--- src/rtl/echo_pipe_pkg.sv ---
// echo_pipe_pkg
//   Shared constants for the request message pipe between the request
//   serializer and the request deserializer.
//   MSG_WIDTH         : width of one tagged message word
//   TAG_MSB / TAG_LSB : position of the 32-bit dispatch tag in the word
//   TAG_SAY / TAG_SAY2: tag values selecting the say / say2 methods
package echo_pipe_pkg;

  localparam int unsigned MSG_WIDTH = 192;
  localparam int unsigned TAG_MSB   = 191;
  localparam int unsigned TAG_LSB   = 160;

  localparam logic [31:0] TAG_SAY   = 32'd1;
  localparam logic [31:0] TAG_SAY2  = 32'd2;

endpackage

--- src/rtl/echo_pipe_stats.sv ---
// echo_pipe_stats
//   Per-tag message counters for messages leaving the echo pipe FIFO.
//   Only present when ECHO_PIPE_STATS_EN is defined.
//   Ports:
//     CLK        in   clock, all state on posedge
//     RST        in   synchronous active-high reset, clears all counters
//     ena        in   a message is forwarded downstream this cycle
//     tag        in   32-bit tag of the forwarded message
//     stat_say   out  count of forwarded tag==TAG_SAY messages (saturating)
//     stat_say2  out  count of forwarded tag==TAG_SAY2 messages (saturating)
//     stat_other out  count of forwarded messages with any other tag (saturating)
`ifdef ECHO_PIPE_STATS_EN
module echo_pipe_stats
  import echo_pipe_pkg::*;
(
  input  logic        CLK,
  input  logic        RST,
  input  logic        ena,
  input  logic [31:0] tag,
  output logic [15:0] stat_say,
  output logic [15:0] stat_say2,
  output logic [15:0] stat_other
);

  logic hit_say;
  logic hit_say2;
  logic hit_other;

  always_comb begin
    hit_say   = ena && (tag == TAG_SAY);
    hit_say2  = ena && (tag == TAG_SAY2);
    hit_other = ena && (tag != TAG_SAY) && (tag != TAG_SAY2);
  end

  always_ff @(posedge CLK) begin
    if (RST) begin
      stat_say   <= '0;
      stat_say2  <= '0;
      stat_other <= '0;
    end else begin
      if (hit_say && (stat_say != '1))
        stat_say <= stat_say + 16'd1;
      if (hit_say2 && (stat_say2 != '1))
        stat_say2 <= stat_say2 + 16'd1;
      if (hit_other && (stat_other != '1))
        stat_other <= stat_other + 16'd1;
    end
  end

endmodule
`endif

--- src/rtl/echo_pipe_fifo.sv ---
// echo_pipe_fifo
//   Elastic buffer between the request serializer and the request
//   deserializer. Holds up to DEPTH tagged message words and pushes the head
//   word downstream whenever it holds data and the downstream side is ready.
//   Tags are forwarded untouched; they never affect data flow.
//   Optional feature: define ECHO_PIPE_STATS_EN to add per-tag counters.
//   Ports:
//     CLK           in   clock, all state on posedge
//     RST           in   synchronous active-high reset; drops buffered words
//     in_enq__ENA   in   upstream writes in_enq_v this cycle
//     in_enq_v      in   message word
//     in_enq__RDY   out  FIFO not full
//     out_enq__ENA  out  head word accepted downstream this cycle
//     out_enq_v     out  head word (zero when empty)
//     out_enq__RDY  in   downstream ready (may depend on out_enq_v tag)
//     count         out  occupancy, 0..DEPTH
//     stat_say / stat_say2 / stat_other  out  (ECHO_PIPE_STATS_EN only)
module echo_pipe_fifo
  import echo_pipe_pkg::*;
#(
  parameter int unsigned DEPTH = 4,
  parameter int unsigned WIDTH = MSG_WIDTH
) (
  input  logic                     CLK,
  input  logic                     RST,
  input  logic                     in_enq__ENA,
  input  logic [WIDTH-1:0]         in_enq_v,
  output logic                     in_enq__RDY,
  output logic                     out_enq__ENA,
  output logic [WIDTH-1:0]         out_enq_v,
  input  logic                     out_enq__RDY,
  output logic [$clog2(DEPTH):0]   count
`ifdef ECHO_PIPE_STATS_EN
  ,
  output logic [15:0]              stat_say,
  output logic [15:0]              stat_say2,
  output logic [15:0]              stat_other
`endif
);

  localparam int unsigned AW = $clog2(DEPTH);
  localparam logic [AW:0] FULL = (AW+1)'(DEPTH);

  logic [WIDTH-1:0] mem [DEPTH];
  logic [AW-1:0]    rd_ptr;
  logic [AW-1:0]    wr_ptr;
  logic             not_empty;
  logic             wr_en;
  logic             rd_en;

  // RDY depends only on stored occupancy, so a full FIFO refuses a write
  // even in a cycle where the head is being drained.
  always_comb begin
    not_empty    = (count != '0);
    in_enq__RDY  = (count != FULL);
    wr_en        = in_enq__ENA && in_enq__RDY;
    rd_en        = not_empty && out_enq__RDY;
    out_enq__ENA = rd_en;
    out_enq_v    = not_empty ? mem[rd_ptr] : '0;
  end

  // Storage is not reset; count gates visibility of stale contents.
  always_ff @(posedge CLK) begin
    if (!RST && wr_en)
      mem[wr_ptr] <= in_enq_v;
  end

  always_ff @(posedge CLK) begin
    if (RST) begin
      rd_ptr <= '0;
      wr_ptr <= '0;
      count  <= '0;
    end else begin
      if (wr_en)
        wr_ptr <= wr_ptr + AW'(1);
      if (rd_en)
        rd_ptr <= rd_ptr + AW'(1);
      case ({wr_en, rd_en})
        2'b10:   count <= count + (AW+1)'(1);
        2'b01:   count <= count - (AW+1)'(1);
        default: count <= count;
      endcase
    end
  end

`ifdef ECHO_PIPE_STATS_EN
  echo_pipe_stats u_stats (
    .CLK        (CLK),
    .RST        (RST),
    .ena        (out_enq__ENA),
    .tag        (out_enq_v[WIDTH-1 -: 32]),
    .stat_say   (stat_say),
    .stat_say2  (stat_say2),
    .stat_other (stat_other)
  );
`endif

endmodule

--- config.mk ---
export PLATFORM = sky130hd
export DESIGN_NAME = echo_pipe_fifo
export DESIGN_NICKNAME = d
export VERILOG_FILES = /design/src/rtl/echo_pipe_pkg.sv /design/src/rtl/echo_pipe_stats.sv /design/src/rtl/echo_pipe_fifo.sv
export SDC_FILE = /design/constraint.sdc
export NUM_CORES = 1
export LEC_CHECK = 0
export CELL_PAD_IN_SITES_DETAIL_PLACEMENT = 0
export CELL_PAD_IN_SITES_GLOBAL_PLACEMENT = 1
export CORE_MARGIN = 2
export CORE_UTILIZATION = 50
export CTS_BUF_LIST = sky130_fd_sc_hd__clkbuf_4 sky130_fd_sc_hd__clkbuf_8
export CTS_CLUSTER_DIAMETER = 120
export DETAILED_ROUTE_END_ITERATION = 7
export PLACE_DENSITY_LB_ADDON = 0.1
export SLEW_MARGIN = 30
export SYNTH_ARGS = -nofsm -noshare
export SYNTH_HDL_FRONTEND = slang
export SYNTH_SLANG_ARGS = --single-unit
--- constraint.sdc ---
create_clock -name CLK -period 27 [get_ports CLK]
set_clock_uncertainty 0.05 [all_clocks]
set_input_delay 2.7 -clock CLK [delete_from_list [all_inputs] [get_ports CLK]]
set_output_delay 2.7 -clock CLK [all_outputs]
set_load 0.01 [all_outputs]
* Word level (Yosys, flattened, before mapping) *
Memory sizes are Yosys's and may differ from the RTL's. A register that Yosys moved wholly into a read port is not among the register bits.
Cells that the tools add are included.

cells by class
  add/sub/neg operators = 4
  equality and inequality tests = 3
  multiplexer cells = 6
  reduce and logical (&&, ||, !) cells = 6

operators with widths
  kind                                                                count
  192-bit two-way mux                                                 1
  3-bit case mux with 2 select lines                                  1
  2-bit by 1-bit adder with 2-bit output, second input constant       2
  2-bit two-way mux                                                   2
  3-bit by 1-bit adder with 3-bit output, second input constant       1
  1-bit logical AND                                                   3
  3-bit != test, second input constant                                1
  3-bit nonzero test                                                  1
  3-bit by 1-bit subtractor with 3-bit output, second input constant  1
  2-bit by 1-bit == test with 1-bit output, second input constant     1
  2-bit == test, second input constant                                1
  1-bit two-way mux                                                   2
  2-bit nonzero test                                                  1
  1-bit zero test                                                     1

word-level totals
  register bits after elaboration = 7
  bits in writable memories = 768
  input bits = 196
  output and inout port bits = 197
  word-level logic and storage cells = 23
  memories kept = 1

memories
  memory  depth  bits a word  read ports  clocked after memory_dff  write ports  RTL line              text
  mem     4      192          1           1                         1            echo_pipe_fifo.sv:44  logic [WIDTH-1:0] mem [DEPTH];

* Depth between registers and ports, before layout *
Gate-level depths: netlist of the first run.

  word-level depth = 5
  depth in mapped cells = 9
  gate-level depth less buffers = 9

* Least setup slack after synthesis of the first run *
No wires, ideal clock.

  path type = input to register
  start = input in_enq__ENA
  end = memory mem[0][0] (netlist name) (enable)
  library setup time = 1,019 ps
  arrival time = 16,828 ps
  required time = 25,931 ps
  slack = 9,104 ps
  stages = 3
  path buffers = 0
  cell sequence = and2_1 > inv_1 > nor3b_1

on the way
  longest elaborated chain between the ends = 4

ends and longest elaborated chain
  what                                     RTL line              text
  start, declared                          echo_pipe_fifo.sv:26  input logic in_enq__ENA,
  1-bit logical AND                        echo_pipe_fifo.sv:56  wr_en = in_enq__ENA && in_enq__RDY;
  1-bit logical AND                        echo_pipe_fifo.sv:64  if (!RST && wr_en)
  1-bit two-way mux                        echo_pipe_fifo.sv:64
  1-bit two-way mux (not written as such)  echo_pipe_fifo.sv:65  mem[wr_ptr] <= in_enq_v;
  end, declared                            echo_pipe_fifo.sv:44

Every way passes these cells.

* Worst setup path after layout of the first run *
  start = register count[2]
  end = output out_enq_v[41]

on the way
  longest elaborated chain between the ends = 2

ends and longest elaborated chain
  what                    RTL line              text
  start, declared         echo_pipe_fifo.sv:32  output logic [$clog2(DEPTH):0] count
  start signal, assigned  echo_pipe_fifo.sv:79  2'b10: count <= count + (AW+1)'(1);
  start signal, assigned  echo_pipe_fifo.sv:80  2'b01: count <= count - (AW+1)'(1);
  start signal, assigned  echo_pipe_fifo.sv:81  default: count <= count;
  3-bit nonzero test      echo_pipe_fifo.sv:54  not_empty = (count != '0);
  192-bit two-way mux     echo_pipe_fifo.sv:59  out_enq_v = not_empty ? mem[rd_ptr] : '0;
  end, declared           echo_pipe_fifo.sv:30  output logic [WIDTH-1:0] out_enq_v,

Every way passes these cells.

==> results by group, run 1 <==
Logic synthesis
  • Area share of the leading cell type in the synthesized netlist: 78.2%
  • Cell type with the largest total area after synthesis: sky130_fd_sc_hd__edfxtp_1
  • Average size of a mapped cell: 23.2 µm²
  • Cell Area, Synth: 29500 µm²
  • Count of synthesis-stage warnings from yosys: 0
  • Proportion of synthesized chip area in sequential cells: 78.8%
  • Post-synthesis sequential element count: 777
  • Post-synth cell types: 25
  • Post-Syn Instances: 1269
  • Top area cells in the synthesized netlist: sky130_fd_sc_hd__edfxtp_1 78%, sky130_fd_sc_hd__mux4_2 15%, sky130_fd_sc_hd__nor2b_1 4.1%
  • Syn_nets: 1471

Global routing
  • Pin count of the biggest net entering global routing: around 140
  • Via count of the first global-routing pass: approximately 15000
  • Number of antenna violations at the first check in global routing: 12
  • Total global-route track usage: 19.9%
  • Grt total ovfl: 0
  • Wire length of the first global-routing pass: 88900 µm

Worst setup path
  • Worst Reg-to-Reg Cells: 6
  • FF-to-FF End: mem[2][66]$_DFFE_PP_
  • Required time of the critical path: 24.25 ns
  • Slowest CP cell: sky130_fd_sc_hd__nor3_4
  • Critical path launch point type: register
  • Critical path class: register to output port
  • Minimum setup slack among reg-to-reg paths: 23.53 ns
  • Startpoint of the lowest-slack register-to-register path: count[0]$_SDFFE_PP0P_
  • Critical-path cell list: nor3_4 > buf_4 > buf_4 > nor2b_1 > clkdlybuf4s50_1
  • Highest cell delay on the worst timing path: 0.77 ns
  • Crit end category: output port
  • CP Data Arrival Time: 4.09 ns
  • Worst path most repeated cell: sky130_fd_sc_hd__buf_4
  • Largest driver fanout on the critical path: 64

Clock network
  • Hold-fix buffers, CTS: 0
  • Number of post-CTS setup repair buffers: 0
  • Clock root buffer master: sky130_fd_sc_hd__clkbuf_8
  • CTS buffer count: between 100 and 150
  • Clock tree sinks: around 800
  • Number of buffers on the longest clock path: 3
  • Clock transition at the registers of the reported paths: 0.06 ns
  • Clock tree from TritonCTS: built
  • # H-tree levels: 3
  • Clock insertion delay at the later pin of the skew report: between 0.7 and 0.8 ns
  • Quantity of gates resized following cts: 0

Floorplanning
  • Floorplan die area: a little over 60000 µm²
  • Io pins: slightly below 400
  • Die span in y: 247 µm
  • Initial core utilization: about half
  • Width of the chip: 247 µm
  • Number of placement rows: roughly 90
  • Core outline area: 58700 µm²

Outcome
  • Outcome: finished, final reports clean

STA
  • Final-layout setup total negative slack: 0 ns
  • Final Hold Viols: 0
  • Slew at the pin closest to its max-slew limit: 0.995 ns
  • Highest clock frequency the design can meet: 0.146 GHz
  • Fraction of the cycle the final worst path needs: 25.3%
  • Tmin final: a little under 7 ns
  • Total setup violations reported at the end of the flow: 0
  • Number of slew-limit violations in the final report: 0
  • RSZ-0062 raised after global routing: no
  • Worst-case headroom to the max-slew limit: 33.7%

Hold path
  • Worst min-delay path category: register to register
  • Hold-critical path depth: 2
  • Hold path startpoint: rd_ptr[1]$_SDFFE_PP0P_

Layout
  • Synth-to-Final Area Change: 24.2%
  • Ratio of cells with drive above 1 in the final layout: between 20% and 30%
  • Design area: 36600 µm²
  • Final-layout fill cell count: ~4200
  • NumNets Final: 1945

Placement
  • Number of buffer cells added on primary ports: 392
  • Final weighted congestion in routability-driven placement: 0.708
  • Cell area after placement: between 30000 and 40000 µm²
  • DP Wirelength: 33900 µm

Pwr
  • Power density relative to cell area: 94.8 nW/µm²
  • Design Power: 3470 µW
  • Static leakage: approximately 0.011 µW
  • Largest vdd supply drop: 0.0866 mV

Routing
  • Starting DRT DRC Count: 727
  • Per-cell via count in the routed design: 5.33
  • 1st-pass router iterations: 4
  • Detailed-route DRC error count: 0
  • Detailed-route via count: 14000
  • WL/cell: 22.9 µm
  • WL final: 60000 µm
  • Number of nets with antenna violations after detailed routing: 0

Job
  • # Max-Cap Violations: 0
==> synth_stat cells <==
cell type	count
sky130_fd_sc_hd__or3b_1	1
sky130_fd_sc_hd__nand2_1	1
sky130_fd_sc_hd__buf_6	20
sky130_fd_sc_hd__o31ai_1	1
sky130_fd_sc_hd__mux2_1	1
sky130_fd_sc_hd__and2_1	1
sky130_fd_sc_hd__nor3_2	1
sky130_fd_sc_hd__fa_1	1
sky130_fd_sc_hd__buf_4	1
sky130_fd_sc_hd__a21oi_1	3
sky130_fd_sc_hd__inv_1	7
sky130_fd_sc_hd__nor2b_1	192
sky130_fd_sc_hd__or3_1	2
sky130_fd_sc_hd__xor2_1	3
sky130_fd_sc_hd__dfxtp_1	9
sky130_fd_sc_hd__nand2b_1	2
sky130_fd_sc_hd__ha_1	5
sky130_fd_sc_hd__edfxtp_1	768
sky130_fd_sc_hd__mux4_2	192
sky130_fd_sc_hd__nor3b_1	4
sky130_fd_sc_hd__mux2i_1	1
sky130_fd_sc_hd__o21ai_0	2
sky130_fd_sc_hd__buf_2	19
sky130_fd_sc_hd__nor2_1	7
sky130_fd_sc_hd__clkbuf_1	25
==> cell families after synthesis <==
kind of cell,Yosys count,synth area share (%)
multiplexers,194,14.7
buffers and inverters,72,1.52
AO/OA/AOI/OAI,6,0.110
XOR/XNOR,3,0.0891
AND/OR/NAND/NOR,211,4.45
flip-flops,777,78.8
adder cells (fa/ha/maj),6,0.280
==> through the flow <==
step / setup WS [ns] / utilization (%) / hold WS [ns] / instances
3_3_place_gp: 20.33 / 58.2 / 0.407 / 2392
2_1_floorplan: 9.10 / - / 0.409 / 1269
3_5_place_dp: 20.34 / 58.3 / 0.422 / 2393
6_report: 20.16 / 62.4 / 0.432 / 2617
4_1_cts: 19.92 / 62.4 / 0.436 / 2613
5_1_grt: 19.89 / 62.4 / 0.469 / 2615
==> state kept, by name (all words and copies together) (netlist names), named ones only <==
name,count
mem,768
wr_ptr,2
count,3
rd_ptr,2
==> layer usage <==
| metal | track usage (%) | up-vias | routed length, µm |
|---|---|---|---|
| met3 | 6.74 | 98 | 5120 |
| li1 | - | 6191 | - |
| met2 | 31.4 | 407 | 29500 |
| met1 | 26.1 | 7251 | 23900 |
| met5 | 0 | - | 83 |
| met4 | 6.84 | 14 | 1400 |
==> worst max-delay path, delay by kind of cell, from the launching register on <==
family	cells	cell delay [ns]
buf+inv	3	1.94
flops	1	0.38
simple gates	2	0.92
==> cell usage in the layout, fill, tap and decap left out, drive strengths merged, types with 2 or more instances in the layout <==
cell / Yosys / routed
clkinv: 0 / 48
bufinv: 0 / 4
or3: 2 / 2
ha: 5 / 5
nor2b: 192 / 192
dfxtp: 9 / 9
edfxtp: 768 / 768
mux4: 192 / 192
clkbuf: 25 / 163
inv: 7 / 9
clkdlybuf4s50: 0 / 392
a21oi: 3 / 3
o21ai: 2 / 2
clkinvlp: 0 / 3
nor3b: 4 / 4
diode: 0 / 4
buf: 40 / 24
nor2: 7 / 7
xor2: 3 / 3
nand2b: 2 / 2
==> worst max-delay path by stage <==
stage                     slack (ns)                   to                  start
after floorplan                 9.10  mem[0][0]$_DFFE_PP_            in_enq__ENA
after global placement         20.33         out_enq__ENA           out_enq__RDY
after detailed placement       20.34         out_enq__ENA           out_enq__RDY
after CTS                      19.92        out_enq_v[41]               register
after global routing           19.89        out_enq_v[41]  count[2]$_SDFFE_PP0P_
final                          20.16        out_enq_v[41]  count[2]$_SDFFE_PP0P_
==> where the power goes <==
| group | switching [µW] | internal (µW) |
|---|---|---|
| Sequential | 23.1 | 1400 |
| Clock | 435 | 526 |
| Combinational | 519 | 573 |
==> layout make-up <==
type	instances	area (µm²)	share of cell area (%)
tap	773	967	2.64
antenna	4	10.0	0.0273
inverter	7	26.3	0.0717
clock buffer	163	2040	5.56
sequential	777	23200	63.5
multi-input combinational	420	5820	15.9
clock inverter	57	368	1.00
timing repair buffer	416	4150	11.3
No activity file was read; power rests on OpenSTA's default activity.
==> run 2: changes to the inputs <==
clock period = 7 ns   (was 27 ns; I/O delays follow)
==> results by group, run 2 (synthesis results as in run 1) <==
Clock network
  • # H-tree levels: 3
  • Clock tree from TritonCTS: built
  • Clock tree sinks: 777
  • Clock transition at the registers of the reported paths: 0.06 ns
  • Number of post-CTS setup repair buffers: 0
  • Hold-fix buffers, CTS: 0
  • Clock root buffer master: sky130_fd_sc_hd__clkbuf_8
  • Quantity of gates resized following cts: 0
  • CTS buffer count: 120
  • Clock insertion delay at the later pin of the skew report: around 0.7 ns
  • Number of buffers on the longest clock path: 3

Placement
  • Final weighted congestion in routability-driven placement: 0.720
  • Number of buffer cells added on primary ports: 392
  • DP Wirelength: 34200 µm

Global routing
  • Number of antenna violations at the first check in global routing: 13
  • Total global-route track usage: 19.9%
  • Grt total ovfl: 0
  • Pin count of the biggest net entering global routing: 119
  • Via count of the first global-routing pass: 14500
  • Wire length of the first global-routing pass: 89400 µm

STA
  • Highest clock frequency the design can meet: roughly 0.25 GHz
  • Number of slew-limit violations in the final report: 0
  • Final Hold Viols: 0
  • Tmin final: 3.94 ns
  • Slew at the pin closest to its max-slew limit: 0.900 ns
  • Fraction of the cycle the final worst path needs: between 50% and 60%
  • RSZ-0062 raised after global routing: no
  • Worst-case headroom to the max-slew limit: 40.0%
  • Total setup violations reported at the end of the flow: 0

Pwr
  • Design Power: about 13000 µW
  • Static leakage: 0.0114 µW
  • Largest vdd supply drop: around 0.25 mV
  • Power density relative to cell area: 362 nW/µm²

Routing
  • Per-cell via count in the routed design: 5.35
  • Detailed-route DRC error count: 0
  • WL final: 60300 µm
  • Detailed-route via count: ~14000
  • WL/cell: 23.1 µm
  • Number of nets with antenna violations after detailed routing: 0
  • 1st-pass router iterations: 7
  • Starting DRT DRC Count: 715

Layout
  • Top Registers: mem: 768 flops, count: 3 flops
  • Largest Register: mem
  • Flip-flop count of the largest register, all copies and words added: 768
  • Final-layout fill cell count: 4173
  • Most common cell after layout, fill and taps aside: sky130_fd_sc_hd__edfxtp_1
  • Highest-count cells in the layout ignoring fill and taps: 768 x sky130_fd_sc_hd__edfxtp_1, 392 x sky130_fd_sc_hd__clkdlybuf4s50_1, 192 x sky130_fd_sc_hd__mux4_2, 192 x sky130_fd_sc_hd__nor2b_1, 124 x sky130_fd_sc_hd__clkbuf_8
  • NumNets Final: 1940
  • Ratio of cells with drive above 1 in the final layout: 21.8%
  • Final standard cell utilization of the core: 62.3%
  • Synth-to-Final Area Change: 24.0%

Worst setup path
  • Critical path launch point type: register
  • Slowest CP cell: sky130_fd_sc_hd__buf_4
  • Critical-path cell list: nor3_4 > buf_4 > buf_4 > nor2b_1 > clkdlybuf4s50_1
  • Worst path most repeated cell: sky130_fd_sc_hd__buf_4
  • Minimum setup slack among reg-to-reg paths: roughly 3.8 ns
  • Critical path class: register to output port
  • CP Data Arrival Time: 3.19 ns
  • Crit end category: output port
  • Required time of the critical path: 6.25 ns
  • Largest driver fanout on the critical path: between 50 and 60
  • Highest cell delay on the worst timing path: 0.65 ns

Floorplanning
  • Floorplan die area: around 60000 µm²
  • Core outline area: around 59000 µm²
  • Die span in y: 247 µm
  • Initial core utilization: 50.2%
  • Io pins: a little under 400
  • Number of placement rows: 89
  • Width of the chip: 247 µm

Outcome
  • Outcome: finished, final reports clean

Job
  • # Max-Cap Violations: 0

Hold path
  • Worst min-delay path category: register to register
run 2: cell types whose count changed in the layout (fill, tap and decap cells not counted), sizes merged:
cell | previous run | this run
inv | 9 | 8
bufinv | 4 | 2
diode | 4 | 7
clkinvlp | 3 | 2
clkbuf | 163 | 166
buf | 24 | 20
clkinv | 48 | 47
run 2: cell type report:
class	instances	area, µm²	area share, %
Tap cell	773	967	2.64
Inverter	7	26.3	0.0718
Timing Repair Buffer	412	4170	11.4
Multi-Input combinational cell	420	5850	16.0
Clock inverter	52	273	0.746
Clock buffer	166	2020	5.53
Antenna cell	7	17.5	0.0479
Sequential cell	777	23200	63.6
run 2: worst paths after layout:
| kind | start | to | cells after the start |
|---|---|---|---|
| setup reg to reg | count[0]$_SDFFE_PP0P_ | mem[1][122]$_DFFE_PP_ | 6 |
| hold reg to reg | rd_ptr[1]$_SDFFE_PP0P_ | register | 2 |
| hold / removal | rd_ptr[1]$_SDFFE_PP0P_ | register | 2 |
| setup / recovery | count[0]$_SDFFE_PP0P_ | out_enq_v[26] | 5 |
run 2: power by group:
part | internal, µW | total [µW] | switching, µW
Combinational | 2230 | 4230 | 2010
Clock | 1930 | 3570 | 1640
Sequential | 5380 | 5450 | 67.4
run 2: per-layer routing:
layer  vias up  wire length, µm  global-route usage, %
met5         -              159                   1.06
met4        12             1070                   6.27
met3        83             4700                   6.02
met2       406            29600                   31.3
met1      7312            24700                   27.1
li1       6176                -                      -
run 2: metrics by stage:
step / cell area (µm²) / setup TNS, ns / cells / setup slack (ns) / hold WS, ns
5_1_grt: 36600 / 0 / 2612 / 2.83 / 0.467
4_1_cts: 36500 / 0 / 2607 / 2.92 / 0.445
6_report: 36600 / 0 / 2614 / 3.06 / 0.435
3_3_place_gp: 34300 / 0 / 2389 / 3.25 / 0.413
3_5_place_dp: 34300 / 0 / 2389 / 3.28 / 0.436
2_1_floorplan: 29500 / -1626.28 / 1269 / -2.12 / 0.409
run 2: critical path, delay by kind of cell, from the launching register on:
family        cells  cell delay [ns]
buf+inv           3             1.71
simple gates      2             0.33
flops             1             0.38
==> run 3: changes to the inputs <==
clock period = 3.82 ns   (was 7 ns; I/O delays follow)
==> results by group, run 3 (synthesis results as in run 1) <==
Clock network
  • Hold-fix buffers, CTS: 0
  • Clock tree sinks: 777
  • CTS buffer count: 121
  • Number of buffers on the longest clock path: 3
  • Clock tree from TritonCTS: built
  • # H-tree levels: 3
  • Clock insertion delay at the later pin of the skew report: slightly above 0.7 ns
  • Quantity of gates resized following cts: 0
  • Clock transition at the registers of the reported paths: around 0.060 ns
  • Number of post-CTS setup repair buffers: 0
  • Clock root buffer master: sky130_fd_sc_hd__clkbuf_8

Pwr
  • Power density relative to cell area: 667 nW/µm²
  • Largest vdd supply drop: 0.617 mV
  • Static leakage: about 0.012 µW
  • Design Power: 24600 µW

Worst setup path
  • Critical-path cell list: buf_12 > buf_12 > mux4_2 > nor2b_1 > clkdlybuf4s50_1
  • CP Data Arrival Time: 2.99 ns
  • Slowest CP cell: sky130_fd_sc_hd__dfxtp_4
  • Critical path launch point type: register
  • Largest driver fanout on the critical path: 20
  • Worst path bufs/invs: 3
  • Worst path most repeated cell: sky130_fd_sc_hd__buf_12
  • Highest cell delay on the worst timing path: 0.53 ns
  • Required time of the critical path: about 3.4 ns
  • Critical path class: register to output port
  • Crit end category: output port
  • Family with the most delay on the worst path: buffers and inverters

Layout
  • Most common cell after layout, fill and taps aside: sky130_fd_sc_hd__edfxtp_1
  • Largest Register: mem
  • Final-layout fill cell count: 4098
  • Multi-input gate area: around 5900 µm²
  • NumNets Final: 1953
  • Seq. cell area: 23300 µm²
  • Top Registers: mem: 768 flops, count: 3 flops
  • Synth-to-Final Area Change: 25.1%
  • Flip-flop count of the largest register, all copies and words added: 768
  • Highest-count cells in the layout ignoring fill and taps: 768 x sky130_fd_sc_hd__edfxtp_1, 392 x sky130_fd_sc_hd__clkdlybuf4s50_1, 192 x sky130_fd_sc_hd__mux4_2, 192 x sky130_fd_sc_hd__nor2b_1, 124 x sky130_fd_sc_hd__clkbuf_8
  • Final standard cell utilization of the core: 62.8%
  • Ratio of cells with drive above 1 in the final layout: 22.9%
  • Design area: about 37000 µm²

STA
  • Tmin final: 3.42 ns
  • Fraction of the cycle the final worst path needs: 89.6%
  • Total setup violations reported at the end of the flow: 0
  • Slew at the pin closest to its max-slew limit: 0.735 ns
  • Final-layout setup total negative slack: 0 ns
  • Worst-case headroom to the max-slew limit: roughly half
  • Final Hold Viols: 0
  • Number of slew-limit violations in the final report: 0
  • Highest clock frequency the design can meet: between 0.2 and 0.3 GHz
  • Final Hold Slack: 0.259 ns
  • RSZ-0062 raised after global routing: no

Floorplanning
  • Initial core utilization: roughly half
  • Core outline area: 58700 µm²
  • Die span in y: between 200 and 250 µm
  • Floorplan die area: 60900 µm²
  • Width of the chip: 247 µm
  • Number of placement rows: just under 90
  • Io pins: around 390

Routing
  • Detailed-route via count: 14200
  • Number of nets with antenna violations after detailed routing: 0
  • Detailed-route DRC error count: 0
  • Per-cell via count in the routed design: ~5.4
  • WL/cell: 23.1 µm
  • WL final: 60500 µm
  • 1st-pass router iterations: 4
  • Starting DRT DRC Count: about 980

Placement
  • Number of buffer cells added on primary ports: between 300 and 400
  • Final weighted congestion in routability-driven placement: 0.734
  • Cell area after placement: 34600 µm²
  • DP Wirelength: around 35000 µm

Global routing
  • Pin count of the biggest net entering global routing: 104
  • Wire length of the first global-routing pass: 89700 µm
  • Via count of the first global-routing pass: 14800
  • Number of antenna violations at the first check in global routing: 11
  • Grt total ovfl: 0
  • Total global-route track usage: 20.0%

Job
  • # Max-Cap Violations: 0

Hold path
  • Worst min-delay path category: input port to register

Outcome
  • Outcome: finished, final reports clean
run 3: per-stage QoR:
step / setup slack [ns] / cells
detailed placement: 1.05 / 2401
finish: 0.399 / 2622
global route: 0.202 / 2621
floorplan: -2.33 / 1269
CTS: 0.250 / 2617
global placement: 1.06 / 2401
run 3: final timing paths:
path | start | to | slack, ns | depth (start not counted)
setup / recovery | register | out_enq_v[121] | 0.40 | 5
setup reg to reg | count[2]$_SDFFE_PP0P_ | count[2]$_SDFFE_PP0P_ | 1.28 | 9
hold reg to reg | rd_ptr[1]$_SDFFE_PP0P_ | rd_ptr[1]$_SDFFE_PP0P_ | 0.45 | 2
hold / removal | in_enq_v[137] | mem[0][137]$_DFFE_PP_ | 0.26 | 1
run 3: power breakdown:
| part | internal [µW] | total [µW] | leakage [µW] | switching (µW) |
|---|---|---|---|---|
| Clock | 3570 | 6580 | 0.00124 | 3020 |
| Sequential | 9870 | 10000 | 0.00705 | 168 |
| Combinational | 4240 | 7970 | 0.00325 | 3730 |
run 3: routing by layer:
metal / part of all wire [%] / wire length [µm] / GRT usage (%) / vias up
met4: 2.1 / 1290 / 6.31 / 14
met2: 49 / 29800 / 31.4 / 419
met3: 6.6 / 3970 / 5.18 / 108
met1: 42 / 25300 / 27.8 / 7425
li1: - / - / - / 6194
met5: 0.15 / 92 / 0 / -
run 3: final cells by class:
type                    count  share of cell area (%)
inverters                   7                  0.0780
repair buffers            424                    12.1
clock buffers             169                    5.54
flip-flops and latches    777                    63.1
diodes                      5                  0.0339
multi-input cells         420                    15.9
clock inverters            47                   0.719
well taps                 773                    2.62
run 3: worst register-to-register path, delay by kind of cell, from the launching register on:
family	cells	cell delay (ns)
DFF	1	0.39
adders and majority gates	2	0.59
AOI/OAI and AO/OA	1	0.14
buffers and inverters	2	0.19
and+or+nand+nor	3	0.92
xor gates and xnor gates	1	0.17
==> edit (settings of run 3) <==
The parameter `DEPTH` goes from 4 to 2.
--- a/src/rtl/echo_pipe_fifo.sv
+++ b/src/rtl/echo_pipe_fifo.sv
@@ -18,7 +18,7 @@
 module echo_pipe_fifo
   import echo_pipe_pkg::*;
 #(
-  parameter int unsigned DEPTH = 4,
+  parameter int unsigned DEPTH = 2,
   parameter int unsigned WIDTH = MSG_WIDTH
 ) (
   input  logic                     CLK,
Ports: changed (resized count); port bits go from 393 to 392. The function was not compared with the original's and may differ.
==> edit against run 3 <==
Power down 44%; final cell count is 35% lower; synthesized area fell by 50%; final area shrank 45%; global-route usage grew 1.2 points; setup slack better by 0.41 ns; sequential cell count is 388 lower; sequential share of layout area down 5.4 points; wire length fell by 45%; largest power group is now combinational cells; highest routed layer unchanged.
==> edit: results (changes against run 3) <==
* Outcome: completed (unchanged)
* Worst Path Arrival at 2.58 ns (was 2.99 ns)
* DP Area at 0.01902 mm^2 (was 0.03456 mm^2)
* Max VDD drop at 0.0005421 V (was 0.0006170 V)
* GR Util met1 at 25.81% (was 27.84%)
* Seq/Total Area, Yosys at 79.34% (was 78.82%)
* Syn nets at 1035 (was 1471)
* Non-Clock Buffer Count at 403 (was 424)
* Placed Instances at 1582 (was 2401)
* Routing usage on met3 at 8.290% (was 5.177%)
* Drt first pass iters at 5 (was 4)
* CLK BUF at 85 (was 169)
* Top flop regs: mem: 384 flops, count: 2 flops (was mem: 768 flops, count: 3 flops)
* Worst R2R Path Depth at 5 (was 9)
* Antenna diodes at 7 (was 5)
* Inverter count at 3 (was 7)
* Clk power at 3290 uW (was 6580 uW)
* Worst slew pin tran at 0.7295 ns (was 0.7354 ns)
* DR vias at 8418 (was 14160)
* Leak at 0.006651 uW (was 0.01154 uW)
* Synthesis-to-finish area growth at 37.76% (was 25.06%)
* Switch share at 30.92% (was 28.14%)
* Synth cell types at 18 (was 25)
* Seq group at 5240 uW (was 10000 uW)
* First-pass GRT wire length at 49180 um (was 89730 um)
* NonClk Buf Share at 20.26% (was 12.07%)
* Vias in the first global route at 8652 (was 14751)
* Multi-input combinational area share at 13.87% (was 15.87%)
* Wl on met1 at 12320 um (was 25320 um)
* Multi-In Gates at 403 (was 420)
* Die X at 175.2 um (was 246.9 um)
* DR WL met2 at 16120 um (was 29790 um)
* Routed wl met3 at 3476 um (was 3967 um)
* Final wirelength at 33030 um (was 60470 um)
* Wirelength per Cell at 19.48 um (was 23.06 um)
* FF+latch count at 389 (was 777)
* Post-place setup slack at 1.382 ns (was 1.048 ns)
* Synth area leaders: edfxtp_1, mux2i_1, nor2_1 (was edfxtp_1, mux4_2, nor2b_1)
[edit: cells by family (layout without fill, tap and decap cells)]
| kind of cell | Yosys count | after routing | share of synthesized area (%) |
|---|---|---|---|
| XOR/XNOR | 3 | 3 | 0.1793 |
| flip-flops | 389 | 389 | 79.34 |
| AND/OR/NAND/NOR | 202 | 202 | 5.258 |
| buffers and inverters | 46 | 513 | 1.852 |
| AO/OA/AOI/OAI | 5 | 5 | 0.1707 |
| adder cells (fa/ha/maj) | 1 | 1 | 0.08534 |
| multiplexers | 192 | 192 | 13.11 |
| other | 0 | 7 | 0 |
[edit: final timing paths]
path,from,to,slack [ns]
min reg2reg,rd_ptr,rd_ptr,0.46
max,flip-flop,out_enq_v[34],0.81
min,in_enq_v[187],mem[0][187],0.31
max reg2reg,count[1],mem[1][33],1.84
[edit: worst max-delay path, delay by kind of cell, from the launching register on]
family                 cells  cell delay [ns]
muxes                      1             0.13
buffers and inverters      2             1.04
and+or+nand+nor            1             0.19
DFF                        1             0.63
